===== src/rtl/cmp_debounce.sv =====
// cmp_debounce: debounces the comparator's one-hot Ls/Gr/Eq result and posts each
// change of the stable relation through a single-entry valid/ready event buffer.
module cmp_debounce #(
  parameter int unsigned DEBOUNCE = 3,
  parameter int unsigned CNT_W    = 4
) (
  input  logic       clk,
  input  logic       rst,
  input  logic       in_valid,
  input  logic       ls,
  input  logic       gr,
  input  logic       eq,
  output logic [1:0] state_o,
  output logic       evt_valid,
  output logic [1:0] evt_code,
  input  logic       evt_ready,
  output logic       ovf,
  output logic       err
);

  localparam logic [1:0] REL_UNKNOWN = 2'b00;
  localparam logic [1:0] REL_LESS    = 2'b01;
  localparam logic [1:0] REL_GREATER = 2'b10;
  localparam logic [1:0] REL_EQUAL   = 2'b11;

  localparam logic [CNT_W-1:0] CNT_TARGET = CNT_W'(DEBOUNCE);
  localparam logic [CNT_W-1:0] CNT_ONE    = CNT_W'(1);

  logic [1:0]       state_q, state_d;
  logic [1:0]       cand_q, cand_d;
  logic [CNT_W-1:0] cnt_q, cnt_d;
  logic             evt_valid_q, evt_valid_d;
  logic [1:0]       evt_code_q, evt_code_d;
  logic             ovf_q, ovf_d;
  logic             err_q, err_d;

  logic [1:0]       sample_rel;
  logic             sample_onehot;
  logic             sample_good;
  logic             sample_bad;
  logic             qualify;
  logic             accept;

  // Decode the comparator flags into a relation code and a one-hot indication.
  always_comb begin
    sample_rel    = REL_UNKNOWN;
    sample_onehot = 1'b0;
    case ({ls, gr, eq})
      3'b100: begin
        sample_rel    = REL_LESS;
        sample_onehot = 1'b1;
      end
      3'b010: begin
        sample_rel    = REL_GREATER;
        sample_onehot = 1'b1;
      end
      3'b001: begin
        sample_rel    = REL_EQUAL;
        sample_onehot = 1'b1;
      end
      default: begin
        sample_rel    = REL_UNKNOWN;
        sample_onehot = 1'b0;
      end
    endcase
    sample_good = in_valid && sample_onehot;
    sample_bad  = in_valid && !sample_onehot;
  end

  // Run tracking: extend or restart the candidate run; a malformed sample wipes it.
  always_comb begin
    cand_d = cand_q;
    cnt_d  = cnt_q;
    err_d  = err_q;
    if (sample_good) begin
      if (sample_rel == cand_q) begin
        cnt_d = (cnt_q < CNT_TARGET) ? cnt_q + CNT_ONE : CNT_TARGET;
      end else begin
        cand_d = sample_rel;
        cnt_d  = CNT_ONE;
      end
    end else if (sample_bad) begin
      err_d  = 1'b1;
      cand_d = REL_UNKNOWN;
      cnt_d  = '0;
    end
  end

  // Qualification: a completed run of a relation different from the stable one.
  always_comb begin
    qualify = sample_good && (cnt_d == CNT_TARGET) && (cand_d != state_q);
    state_d = qualify ? cand_d : state_q;
  end

  // Single-entry event buffer; a post onto an unaccepted entry overwrites it and flags ovf.
  always_comb begin
    accept      = evt_valid_q && evt_ready;
    evt_valid_d = evt_valid_q;
    evt_code_d  = evt_code_q;
    ovf_d       = ovf_q;
    if (qualify) begin
      evt_valid_d = 1'b1;
      evt_code_d  = cand_d;
      if (evt_valid_q && !evt_ready) begin
        ovf_d = 1'b1;
      end
    end else if (accept) begin
      evt_valid_d = 1'b0;
    end
  end

  // State registers with synchronous active-high reset.
  always_ff @(posedge clk) begin
    if (rst) begin
      state_q     <= REL_UNKNOWN;
      cand_q      <= REL_UNKNOWN;
      cnt_q       <= '0;
      evt_valid_q <= 1'b0;
      evt_code_q  <= REL_UNKNOWN;
      ovf_q       <= 1'b0;
      err_q       <= 1'b0;
    end else begin
      state_q     <= state_d;
      cand_q      <= cand_d;
      cnt_q       <= cnt_d;
      evt_valid_q <= evt_valid_d;
      evt_code_q  <= evt_code_d;
      ovf_q       <= ovf_d;
      err_q       <= err_d;
    end
  end

  assign state_o   = state_q;
  assign evt_valid = evt_valid_q;
  assign evt_code  = evt_code_q;
  assign ovf       = ovf_q;
  assign err       = err_q;

endmodule


===== config.mk =====
export PLATFORM = sky130hd
export DESIGN_NAME = cmp_debounce
export DESIGN_NICKNAME = d
export VERILOG_FILES = /design/src/rtl/cmp_debounce.sv
export SDC_FILE = /design/constraint.sdc
export NUM_CORES = 1
export LEC_CHECK = 0
export ABC_CLOCK_PERIOD_IN_PS = 2710
export BUFFER_PORTS_ARGS = -buffer_cell sky130_fd_sc_hd__buf_2
export CELL_PAD_IN_SITES_DETAIL_PLACEMENT = 1
export CELL_PAD_IN_SITES_GLOBAL_PLACEMENT = 1
export CORE_MARGIN = 2
export CORE_UTILIZATION = 41
export CTS_CLUSTER_SIZE = 30
export DETAILED_ROUTE_END_ITERATION = 7
export MAX_ROUTING_LAYER = met4
export PLACE_DENSITY_LB_ADDON = 0.1
export SETUP_SLACK_MARGIN = 0.1
export SYNTH_ARGS = -nofsm -noshare
export SYNTH_HDL_FRONTEND = slang
export SYNTH_SLANG_ARGS = --single-unit
export TNS_END_PERCENT = 5

===== constraint.sdc =====
create_clock -name clk -period 2.71 [get_ports clk]
set_clock_uncertainty 0.1 [all_clocks]
set_input_delay 0.271 -clock clk [delete_from_list [all_inputs] [get_ports clk]]
set_output_delay 0.271 -clock clk [all_outputs]
set_load 0.1 [all_outputs]

Word level (Yosys, flattened, before mapping)
Index checks and enable logic that the tools add are counted.
- output and inout port bits: 7
- register bits: 11
- word-level logic and storage cells: 38
- equal/unequal tests: 6
- add/sub/neg operators: 1
- muxes and demuxes: 11
- bitwise gates (word level): 1
- $lt $le $gt $ge: 1
- reduce and logical (&&, ||, !) cells: 12
- operator list (operator ; count):
    two-way mux 4 bit ; 4
    logical AND 1 bit ; 6
    two-way mux 2 bit ; 3
    one-hot mux 2 bit (3 select lines) ; 1
    adder 4 x 1 -> 4 bit (second input constant) ; 1
    equality test 4 x 2 -> 1 bit (second input constant) ; 1
    < comparator 4 x 2 -> 1 bit (second input constant) ; 1
    AND reduction 2 bit ; 2
    equality test 3 x 1 -> 1 bit (second input constant) ; 1
    equality test 3 x 2 -> 1 bit (second input constant) ; 1
    equality test 3 bit (second input constant) ; 1
    two-way mux 1 bit ; 3
    OR reduction 3 bit ; 1
    equality test 2 bit ; 1
    zero test 1 bit ; 2
    inequality test 2 bit ; 1
    nonzero test 2 bit ; 1
    NOT 1 bit ; 1

Logic depth before layout (Yosys ltp)
Gate-level depths: netlist of run 1.
- word-level depth: 11
- gate-level depth with buffers: 6
- depth with buffers taken out: 5

Worst setup path before layout of run 1
OpenSTA, ideal clock, no wires.
- kind: register to register
- start: register evt_code[1] (netlist name)
- end: register ovf_q, in the netlist ovf
- data required time: 2517 ps
- arrival time: 2004 ps
- path slack: 513 ps
- stages on the path, launching flop included: 6
- cell sequence: dfxtp_1 -> nor3b_1 -> o21a_1 -> nor4_1 -> a311oi_1 -> o32ai_1
- RTL lines (element ; line ; text):
    end signal: assignment ; 128 ; ovf_q <= ovf_d;
    end: declaration ; 34 ; logic ovf_q, ovf_d;

==> results.sh, run 1 <==
export IMPL_timing_critical_path_to_type="flop"
export IMPL_run_status="completed"
export IMPL_cts_root_to_sink_buffers=2
export IMPL_power_leakage_nw=0.314
export IMPL_achievable_frequency_mhz=540
export IMPL_worst_flop_to_flop_path_startpoint="evt_code[0]"
export IMPL_vias_per_cell=5.73
export IMPL_cap_viol_max_count=0
export IMPL_yosysMostFrequentCell="dfxtp_1"
export IMPL_globalRouteOverflowTotal=0
export IMPL_num_antenna_cells=0
export IMPL_grt_pass1_wl_um=2460
export IMPL_multi_input_area_um2=415
export IMPL_synthAdderAreaFrac=0.0181
export IMPL_ir_worst_vdd_uv=252
export IMPL_worst_endpoint_arrival_ps=1900
export IMPL_clkLatencyLatePin_ps=270
export IMPL_detail_route_iter0_violations=14
export IMPL_final_max_slew_viol_count=0
export IMPL_vias=602
export IMPL_instances_no_fill=105
export IMPL_cts_inserted_buffers=3
export IMPL_tritoncts_clock_tree="yes"
export IMPL_synth_top_family_by_area="simple AND/OR/NAND/NOR gates"
export IMPL_dpl_instance_area_um2=728
export IMPL_slew_limit_headroom=0.678
export IMPL_cp_required_ps=2760
export IMPL_period_needed_ps=1850
export IMPL_ranking_of_synthesized_cells_by_instance_count="dfxtp_1, a21oi_1, nand2b_1"
export IMPL_gr_usage_met1=0.252
export IMPL_cts_setup_buffers=0
export IMPL_first_pass_iters=2
export IMPL_fin_tns_setup_ps=0
export IMPL_post_route_cell_area_um2=754
export IMPL_synth_xor_area_frac=0.0254
export IMPL_startpoint_type="flop"
export IMPL_layout_drive_gt1_share=0.225
export IMPL_net_count_of_the_mapped_netlist=87
export IMPL_tot_pwr_mw=0.334
export IMPL_power_per_cell_area_mw_per_mm2=443
export IMPL_grt_antenna_before_repair=0
export IMPL_critPathLaunch="evt_code[0]"
export IMPL_drt_drc_violations_left=0
export IMPL_hold_viol=0
export IMPL_post_cts_hold_buffer_count=0
export IMPL_ctsHtreeMaxLevel=1
export IMPL_io_buffers=13
export IMPL_routedWlPerCell_um=13.6
export IMPL_grt_pass1_vias=545
export IMPL_layout_nets=98
export IMPL_syn_area_um2=689
export IMPL_regArea_um2=220
export IMPL_cts_root_buffer_cell="clkbuf_4"
export IMPL_setup_cp_type="reg2reg"
export IMPL_worst_path_max_fanout=9
export IMPL_gr_usage_all_layers=0.177
export IMPL_edff_count_synth=0
export IMPL_core_region_area_mm2=0.00154
export IMPL_floorplan_rows=14
export IMPL_chipWidth_um=45.0
export IMPL_seq_area_frac_synth=0.319
export IMPL_timing_worst_slew_pin_value_ps=486
export IMPL_pin_count=14
export IMPL_netlist_instances=79
export IMPL_critPathMaxStageDelay_ps=540
export IMPL_floorplan_die_area_mm2=0.00203
export IMPL_hold_class="in2reg"
export IMPL_synth_seq_cells=11
export IMPL_synth_area_top_cells="dfxtp_1, nand2b_1, nand3b_1"
export IMPL_cts_repair_resized=0
export IMPL_initial_utilization=0.447
export IMPL_yosys_area_share_simple=0.354
export IMPL_postRouteWirelength_um=1430
export IMPL_synth_largest_type_area_fraction=0.319
export IMPL_numPlacedInstances=101
export IMPL_grtUsageMet2=0.226
export IMPL_timing_final_crit_share=0.684
export IMPL_cts_clk_slew_worst_paths_ps=70
export IMPL_list_of_cells_traversed_by_the_critical_path="or4_1, a31oi_1, nor4_1, a311oi_1, o32ai_1"
export IMPL_rsz0062_at_grt="false"
export IMPL_synth_async_reset_ratio=0
export IMPL_use_met3=0.0360
export IMPL_die_height_um=45.0
export IMPL_synthesis_area_per_instance_um2=8.73
export IMPL_synthDominantAreaCellType="dfxtp_1"
export IMPL_synth_mux_area_fraction=0.0472
export IMPL_ys_warnings_count=0
export IMPL_syn2layout_area_growth_pct=9.44
export IMPL_hold_path_startpoint="evt_ready"
export IMPL_grt_busiest_layer="met1"
export IMPL_netlist_cell_type_count=34
export IMPL_setup_viol=0
export IMPL_largest_net_degree_at_the_start_of_global_routing=15
export IMPL_clock_sinks=11
export IMPL_num_fill_cells=194
export IMPL_finalWeightedCongestion=0.750
export IMPL_synth_compound_area_share=0.158
export IMPL_yosys_most_used_dff="dfxtp_1"
export IMPL_drt_antenna_violating_nets=0
export IMPL_master_of_the_slowest_instance_on_the_critical_path="or4_1"
registers in the layout, summed over array words and instances (netlist names):
name,cells
cnt_q,4
err,1
evt_valid,1
evt_code,2
cand_q,2
ovf,1
cell type report:
class                   instances  share of cell area
multi-input cells              59               0.551
flip-flops and latches         11               0.292
repair buffers                 13              0.0862
clock buffers                   4              0.0348
well taps                      16              0.0265
inverters                       2             0.00995
cells in the final DEF (no fill, tap or decap), types with 2 or more instances in the layout:
cell type / n
a21oi_1: 6
nand3b_1: 5
nor2_1: 3
clkbuf_4: 3
nand2_1: 5
buf_2: 13
o21ai_0: 2
mux2_1: 2
xnor2_1: 2
nand2b_1: 6
inv_1: 2
nor2b_1: 3
nor3b_1: 5
dfxtp_1: 11
nor4bb_1: 3
cell families (layout without fill, tap and decap cells):
family                     after synthesis  count (layout)
buffers and inverters                    9              19
and+or+nand+nor                         36              36
AOI/OAI and AO/OA                       17              17
xor gates and xnor gates                 2               2
adders and majority gates                1               1
DFF                                     11              11
muxes                                    3               3
routing by layer:
metal	up-vias	share of wire
met5	-	0
li1	302	-
met2	12	0.40
met1	283	0.54
met3	5	0.039
met4	0	0.022
through the flow:
stage / util / hold WS [ps] / setup WS (ps)
final: 0.489 / 190 / 857
after global routing: 0.489 / 182 / 713
after CTS: 0.489 / 182 / 862
after detailed placement: 0.472 / 349 / 830
after global placement: 0.472 / 347 / 873
after floorplan: - / 250 / 513
critical path, delay by kind of cell, from the launching register on:
kind / cells / cell delay (ps)
flops: 1 / 390
compound gates: 3 / 640
simple gates: 2 / 610
where the power goes:
group / internal (mW) / leakage (nW) / switching (mW)
combinational: 0.0198 / 0.210 / 0.0345
sequential: 0.165 / 0.0892 / 0.00313
clock: 0.0570 / 0.0150 / 0.0545
total: 0.242 / 0.314 / 0.0922
worst paths after layout:
path                             endpoint  slack [ps]  cells past startpoint
worst max-delay path                  ovf         860                      5
worst min-delay path            evt_valid         190                      3
worst max register to register        ovf         860                      5
worst min register to register        err         370                      2
No activity file was read; power rests on OpenSTA's default activity.
==> run 2, diff against run 1 <==
--- a/config.mk
+++ b/config.mk
@@ -5,12 +5,12 @@
 export SDC_FILE = /design/constraint.sdc
 export NUM_CORES = 1
 export LEC_CHECK = 0
-export ABC_CLOCK_PERIOD_IN_PS = 2710
+export ABC_CLOCK_PERIOD_IN_PS = 1800
 export BUFFER_PORTS_ARGS = -buffer_cell sky130_fd_sc_hd__buf_2
 export CELL_PAD_IN_SITES_DETAIL_PLACEMENT = 1
 export CELL_PAD_IN_SITES_GLOBAL_PLACEMENT = 1
 export CORE_MARGIN = 2
-export CORE_UTILIZATION = 41
+export CORE_UTILIZATION = 38
 export CTS_CLUSTER_SIZE = 30
 export DETAILED_ROUTE_END_ITERATION = 7
 export MAX_ROUTING_LAYER = met4
==> constraint.sdc (replaced) <==
create_clock -name clk -period 1.8 [get_ports clk]
set_clock_uncertainty 0.1 [all_clocks]
set_input_delay 0.18 -clock clk [delete_from_list [all_inputs] [get_ports clk]]
set_output_delay 0.18 -clock clk [all_outputs]
set_load 0.1 [all_outputs]
==> run 2 against run 1 <==
Die area increased by 7.2%. Final cell count increased by 13%. Cell area increased by 10%. Utilization decreased by 0.15 points. Critical endpoint is now evt_code[1]. Largest power group unchanged. Highest routed layer unchanged.
==> results.sh, run 2 (synthesis results as in run 1) <==
export IMPL_timing_hold_worst_path_depth=3
export IMPL_postRouteWirelength_um=1650
export IMPL_grt_pass1_wl_um=2680
export IMPL_cts_root_to_sink_buffers=2
export IMPL_largest_net_degree_at_the_start_of_global_routing=14
export IMPL_layout_common_cells="buf_2, dfxtp_1, nand2b_1, a21oi_1"
export IMPL_seqPwrFrac=0.494
export IMPL_hold_path_startpoint="evt_ready"
export IMPL_netSwitchingPower_mw=0.140
export IMPL_grt_pass1_vias=588
export IMPL_instances_no_fill=119
export IMPL_power_frac_clock=0.324
export IMPL_ctsHtreeMaxLevel=1
export IMPL_vias_per_cell=5.18
export IMPL_clock_sinks=11
export IMPL_chipWidth_um=46.6
export IMPL_grt_antenna_before_repair=0
export IMPL_endpoint_of_the_worst_hold_path="evt_valid"
export IMPL_startpoint_type="flop"
export IMPL_setup_viol=0
export IMPL_timing_hold_ws_ps=103
export IMPL_pin_count=14
export IMPL_detailedPlacementHpwl_um=1170
export IMPL_timing_worst_slew_pin_value_ps=491
export IMPL_cap_viol_max_count=0
export IMPL_power_per_cell_area_mw_per_mm2=609
export IMPL_final_max_slew_viol_count=0
export IMPL_run_status="completed"
export IMPL_hold_class="in2reg"
export IMPL_worst_path_max_fanout=4
export IMPL_tritoncts_clock_tree="yes"
export IMPL_worst_endpoint_arrival_ps=1680
export IMPL_fin_tns_setup_ps=0
export IMPL_num_fill_cells=218
export IMPL_power_share_combinational=0.181
export IMPL_r2r_slack_ps=170
export IMPL_first_pass_iters=4
export IMPL_period_needed_ps=1630
export IMPL_globalRouteOverflowTotal=0
export IMPL_timing_final_crit_share=0.905
export IMPL_die_height_um=46.6
export IMPL_detail_route_iter0_violations=6
export IMPL_cts_root_buffer_cell="clkbuf_4"
export IMPL_layout_commonest_cell="buf_2"
export IMPL_vias=617
export IMPL_slew_limit_headroom=0.675
export IMPL_power_leakage_nw=0.345
export IMPL_core_region_area_mm2=0.00171
export IMPL_worstReg2RegEnd="evt_code[1]"
export IMPL_clkLatencyLatePin_ps=260
export IMPL_cts_inserted_buffers=3
export IMPL_initial_utilization=0.404
export IMPL_drt_antenna_violating_nets=0
export IMPL_worst_flop_to_flop_path_startpoint="cnt_q[0]"
export IMPL_rsz0062_at_grt="true"
export IMPL_sw_frac_of_total=0.275
export IMPL_drt_drc_violations_left=0
export IMPL_layout_drive_gt1_share=0.330
export IMPL_timing_critical_path_to_type="flop"
export IMPL_floorplan_rows=15
export IMPL_finalWeightedCongestion=0.762
export IMPL_max_reg_flops=4
export IMPL_r2r_worst_path_depth=5
export IMPL_gr_usage_all_layers=0.179
export IMPL_syn2layout_area_growth_pct=20.9
export IMPL_cts_clk_slew_worst_paths_ps=70
export IMPL_regArea_um2=230
export IMPL_routedWlPerCell_um=13.9
export IMPL_achievable_frequency_mhz=614
export IMPL_setup_cp_type="reg2reg"
export IMPL_floorplan_die_area_mm2=0.00217
export IMPL_largest_register="cnt_q"
export IMPL_multi_input_area_um2=435
export IMPL_num_antenna_cells=0
export IMPL_ir_worst_vdd_uv=488
export IMPL_post_cts_hold_buffer_count=0
export IMPL_io_buffers=13
export IMPL_layout_nets=103
export IMPL_hold_viol=0
export IMPL_cp_required_ps=1850
export IMPL_numPlacedInstances=114
export IMPL_cellInternalPower_mw=0.368
[run 2: cell types whose count changed in the layout (fill, tap and decap cells not counted), sizes merged]
| cell | change |
|---|---|
| buf | +5 |
[run 2: how the worst max path moves through the flow]
| stage | slack (ps) | from | cells past startpoint | end |
|---|---|---|---|---|
| detailed placement | 70 | ls | 6 | ovf |
| global route | 40 | cnt_q[0] | 5 | evt_code[1] |
| global placement | 110 | ls | 6 | ovf |
| finish | 170 | cnt_q[0] | 5 | evt_code[1] |
| CTS | 100 | cand_q[1] | 5 | evt_code[1] |
| floorplan | 130 | evt_code[0] | 5 | ovf |
[run 2: timing repair]
| action | 4_1_cts | 5_1_grt |
|---|---|---|
| setup endpoints to repair | 2 | 6 |
| pin swaps | 1 | 2 |
| buffers inserted | 1 | 0 |
| gates resized for setup | 0 | 5 |
[run 2: worst max-delay path, cell delays in order (launching register included)]
cell and delay, ps:
dfxtp_1 350, ha_1 240, nor3_2 240, o21ai_1 150
nand3b_4 120, mux2_1 320
[run 2: routing by layer]
layer  global-route usage  vias to the layer above  wire length [um]  share of wire
met3               0.0588                        2                48          0.029
met4               0.0171                        0                 8         0.0048
met2                0.267                       12               814           0.49
met5                    -                        -                 0              0
met1                0.242                      289               783           0.47
li1                     -                      314                 -              -
[run 2: area by class of cell]
cell class | instances | share of cell area
clock buffers | 4 | 0.0315
inverters | 2 | 0.00901
multi-input cells | 59 | 0.523
flip-flops and latches | 11 | 0.276
well taps | 25 | 0.0375
repair buffers | 18 | 0.123
[run 2: stage by stage]
step	total power, mW	cell area, um^2	setup WS, ps	utilization
global route	0.538	833	35.3	0.488
global placement	0.342	778	106	0.456
detailed placement	0.345	778	72.2	0.456
floorplan	0.322	698	127	-
finish	0.507	833	170	0.488
CTS	0.513	812	101	0.475
[run 2: power by group through the flow]
| stage | clock network [mW] | registers, mW | logic [mW] |
|---|---|---|---|
| detailed placement | 0 | 0.256 | 0.0891 |
| finish | 0.164 | 0.251 | 0.0920 |
| global placement | 0 | 0.255 | 0.0869 |
| CTS | 0.173 | 0.250 | 0.0901 |
| global route | 0.184 | 0.251 | 0.103 |
| floorplan | 0 | 0.269 | 0.0531 |
==> run 3, diff against run 2 <==
--- a/config.mk
+++ b/config.mk
@@ -5,12 +5,12 @@
 export SDC_FILE = /design/constraint.sdc
 export NUM_CORES = 1
 export LEC_CHECK = 0
-export ABC_CLOCK_PERIOD_IN_PS = 1800
+export ABC_CLOCK_PERIOD_IN_PS = 1450
 export BUFFER_PORTS_ARGS = -buffer_cell sky130_fd_sc_hd__buf_2
 export CELL_PAD_IN_SITES_DETAIL_PLACEMENT = 1
 export CELL_PAD_IN_SITES_GLOBAL_PLACEMENT = 1
 export CORE_MARGIN = 2
-export CORE_UTILIZATION = 38
+export CORE_UTILIZATION = 35
 export CTS_CLUSTER_SIZE = 30
 export DETAILED_ROUTE_END_ITERATION = 7
 export MAX_ROUTING_LAYER = met4
==> constraint.sdc (replaced) <==
create_clock -name clk -period 1.45 [get_ports clk]
set_clock_uncertainty 0.1 [all_clocks]
set_input_delay 0.145 -clock clk [delete_from_list [all_inputs] [get_ports clk]]
set_output_delay 0.145 -clock clk [all_outputs]
set_load 0.1 [all_outputs]
==> run 3 against run 2 <==
Clock-buffer cell count decreased by 1. Maximum frequency rose by 2.1%. Flip-flop and latch count is the same. Sequential share of layout area shrank 4.0 points. Utilization grew 2.5 points. Setup slack got worse by 320 ps. The run now ends with negative setup slack left.
==> results.sh, run 3 (synthesis results as in run 1) <==
export IMPL_run_status="finished, violations left"
export IMPL_violations="negative setup slack"
export IMPL_timing_final_crit_share=1.10
export IMPL_regArea_um2=230
export IMPL_vias_per_cell=5.07
export IMPL_setup_viol=4
export IMPL_drt_antenna_violating_nets=0
export IMPL_gr_usage_all_layers=0.173
export IMPL_ctsHtreeMaxLevel=1
export IMPL_numPlacedInstances=127
export IMPL_power_leakage_nw=0.416
export IMPL_rsz0062_at_grt="true"
export IMPL_timing_critical_path_to_type="flop"
export IMPL_cts_inserted_buffers=3
export IMPL_hold_viol=0
export IMPL_tritoncts_clock_tree="yes"
export IMPL_grt_pass1_wl_um=3040
export IMPL_layout_nets=114
export IMPL_timing_hold_ws_ps=54.2
export IMPL_largest_net_degree_at_the_start_of_global_routing=14
export IMPL_worst_path_max_fanout=2
export IMPL_startpoint_type="flop"
export IMPL_multi_input_area_um2=458
export IMPL_chipWidth_um=48.4
export IMPL_max_reg_flops=4
export IMPL_finalWeightedCongestion=0.794
export IMPL_postRouteWirelength_um=1730
export IMPL_layout_drive_gt1_share=0.457
export IMPL_power_per_cell_area_mw_per_mm2=681
export IMPL_ir_worst_vdd_uv=419
export IMPL_largest_register="cnt_q"
export IMPL_syn2layout_area_growth_pct=41.4
export IMPL_cp_required_ps=1510
export IMPL_drt_drc_violations_left=0
export IMPL_grt_pass1_vias=698
export IMPL_detail_route_iter0_violations=2
export IMPL_initial_utilization=0.362
export IMPL_timing_final_ws_setup_ps=-146
export IMPL_place_worst_setup_slack_ps=-318
export IMPL_final_core_utilization=0.513
export IMPL_achievable_frequency_mhz=626
export IMPL_period_needed_ps=1600
export IMPL_final_max_slew_viol_count=0
export IMPL_timing_worst_slew_pin_value_ps=488
export IMPL_cts_clk_slew_worst_paths_ps=70
export IMPL_floorplan_rows=16
export IMPL_floorplan_die_area_mm2=0.00234
export IMPL_clock_sinks=11
export IMPL_fin_tns_setup_ps=-420
export IMPL_cts_root_buffer_cell="clkbuf_4"
export IMPL_clkLatencyLatePin_ps=270
export IMPL_post_cts_hold_buffer_count=0
export IMPL_hold_class="in2reg"
export IMPL_io_buffers=13
export IMPL_pin_count=14
export IMPL_layout_commonest_cell="buf_4"
export IMPL_layout_common_cells="buf_4, buf_2, dfxtp_1"
export IMPL_globalRouteOverflowTotal=0
export IMPL_grt_antenna_before_repair=0
export IMPL_num_antenna_cells=0
export IMPL_instances_no_fill=132
export IMPL_core_region_area_mm2=0.00190
export IMPL_setup_cp_type="reg2reg"
export IMPL_cts_root_to_sink_buffers=2
export IMPL_cap_viol_max_count=0
export IMPL_slew_limit_headroom=0.677
export IMPL_worst_endpoint_arrival_ps=1660
export IMPL_first_pass_iters=2
export IMPL_routedWlPerCell_um=13.1
export IMPL_vias=669
export IMPL_detailedPlacementHpwl_um=1340
export IMPL_num_fill_cells=230
export IMPL_die_height_um=48.4
## run 3: routing by layer
| metal | wire [um] | GRT usage | part of all wire | vias to the layer above |
|---|---|---|---|---|
| li1 | - | - | - | 335 |
| met1 | 763 | 0.183 | 0.44 | 322 |
| met2 | 883 | 0.313 | 0.51 | 7 |
| met3 | 36 | 0.0278 | 0.021 | 5 |
| met4 | 41 | 0.0857 | 0.024 | 0 |
| met5 | 0 | - | 0 | - |
## run 3: final cells by class
class                      count  share of cell area
tap                           27              0.0347
inverter                       2             0.00770
multi-input combinational     59               0.470
sequential                    11               0.236
clock inverter                 1             0.00513
clock buffer                   3              0.0231
timing repair buffer          29               0.223
## run 3: final timing paths
kind | from | to | slack [ps] | cells after the start
setup / recovery | evt_code[0] | ovf | -150 | 6
hold / removal | evt_ready | evt_valid | 50 | 3
setup reg to reg | evt_code[0] | ovf | -150 | 6
hold reg to reg | err | err | 370 | 2
## run 3: timing repair
item,CTS,global route
endpoints found under the setup margin,7,6
setup buffers,1,0
pin swaps,5,0
resized for setup,9,2
hold endpoints to repair,0,0
## run 3: critical path, cell delays in order, from the launching register on
cell and delay [ps]:
dfxtp_4 350, or4_4 410, a31oi_2 140, nor4_1 60, a311oi_1 200, buf_4 160, o32ai_1 60
## run 3: power breakdown
group	switching, mW	internal [mW]
combinational	0.0772	0.0634
clock	0.111	0.102
sequential	0.00441	0.305
total	0.193	0.471
## run 3: metrics by stage
stage               total power, mW  area, um^2
floorplan                     0.400         698
global placement              0.441         893
detailed placement            0.446         893
CTS                           0.666         962
global route                  0.703         975
finish                        0.664         975
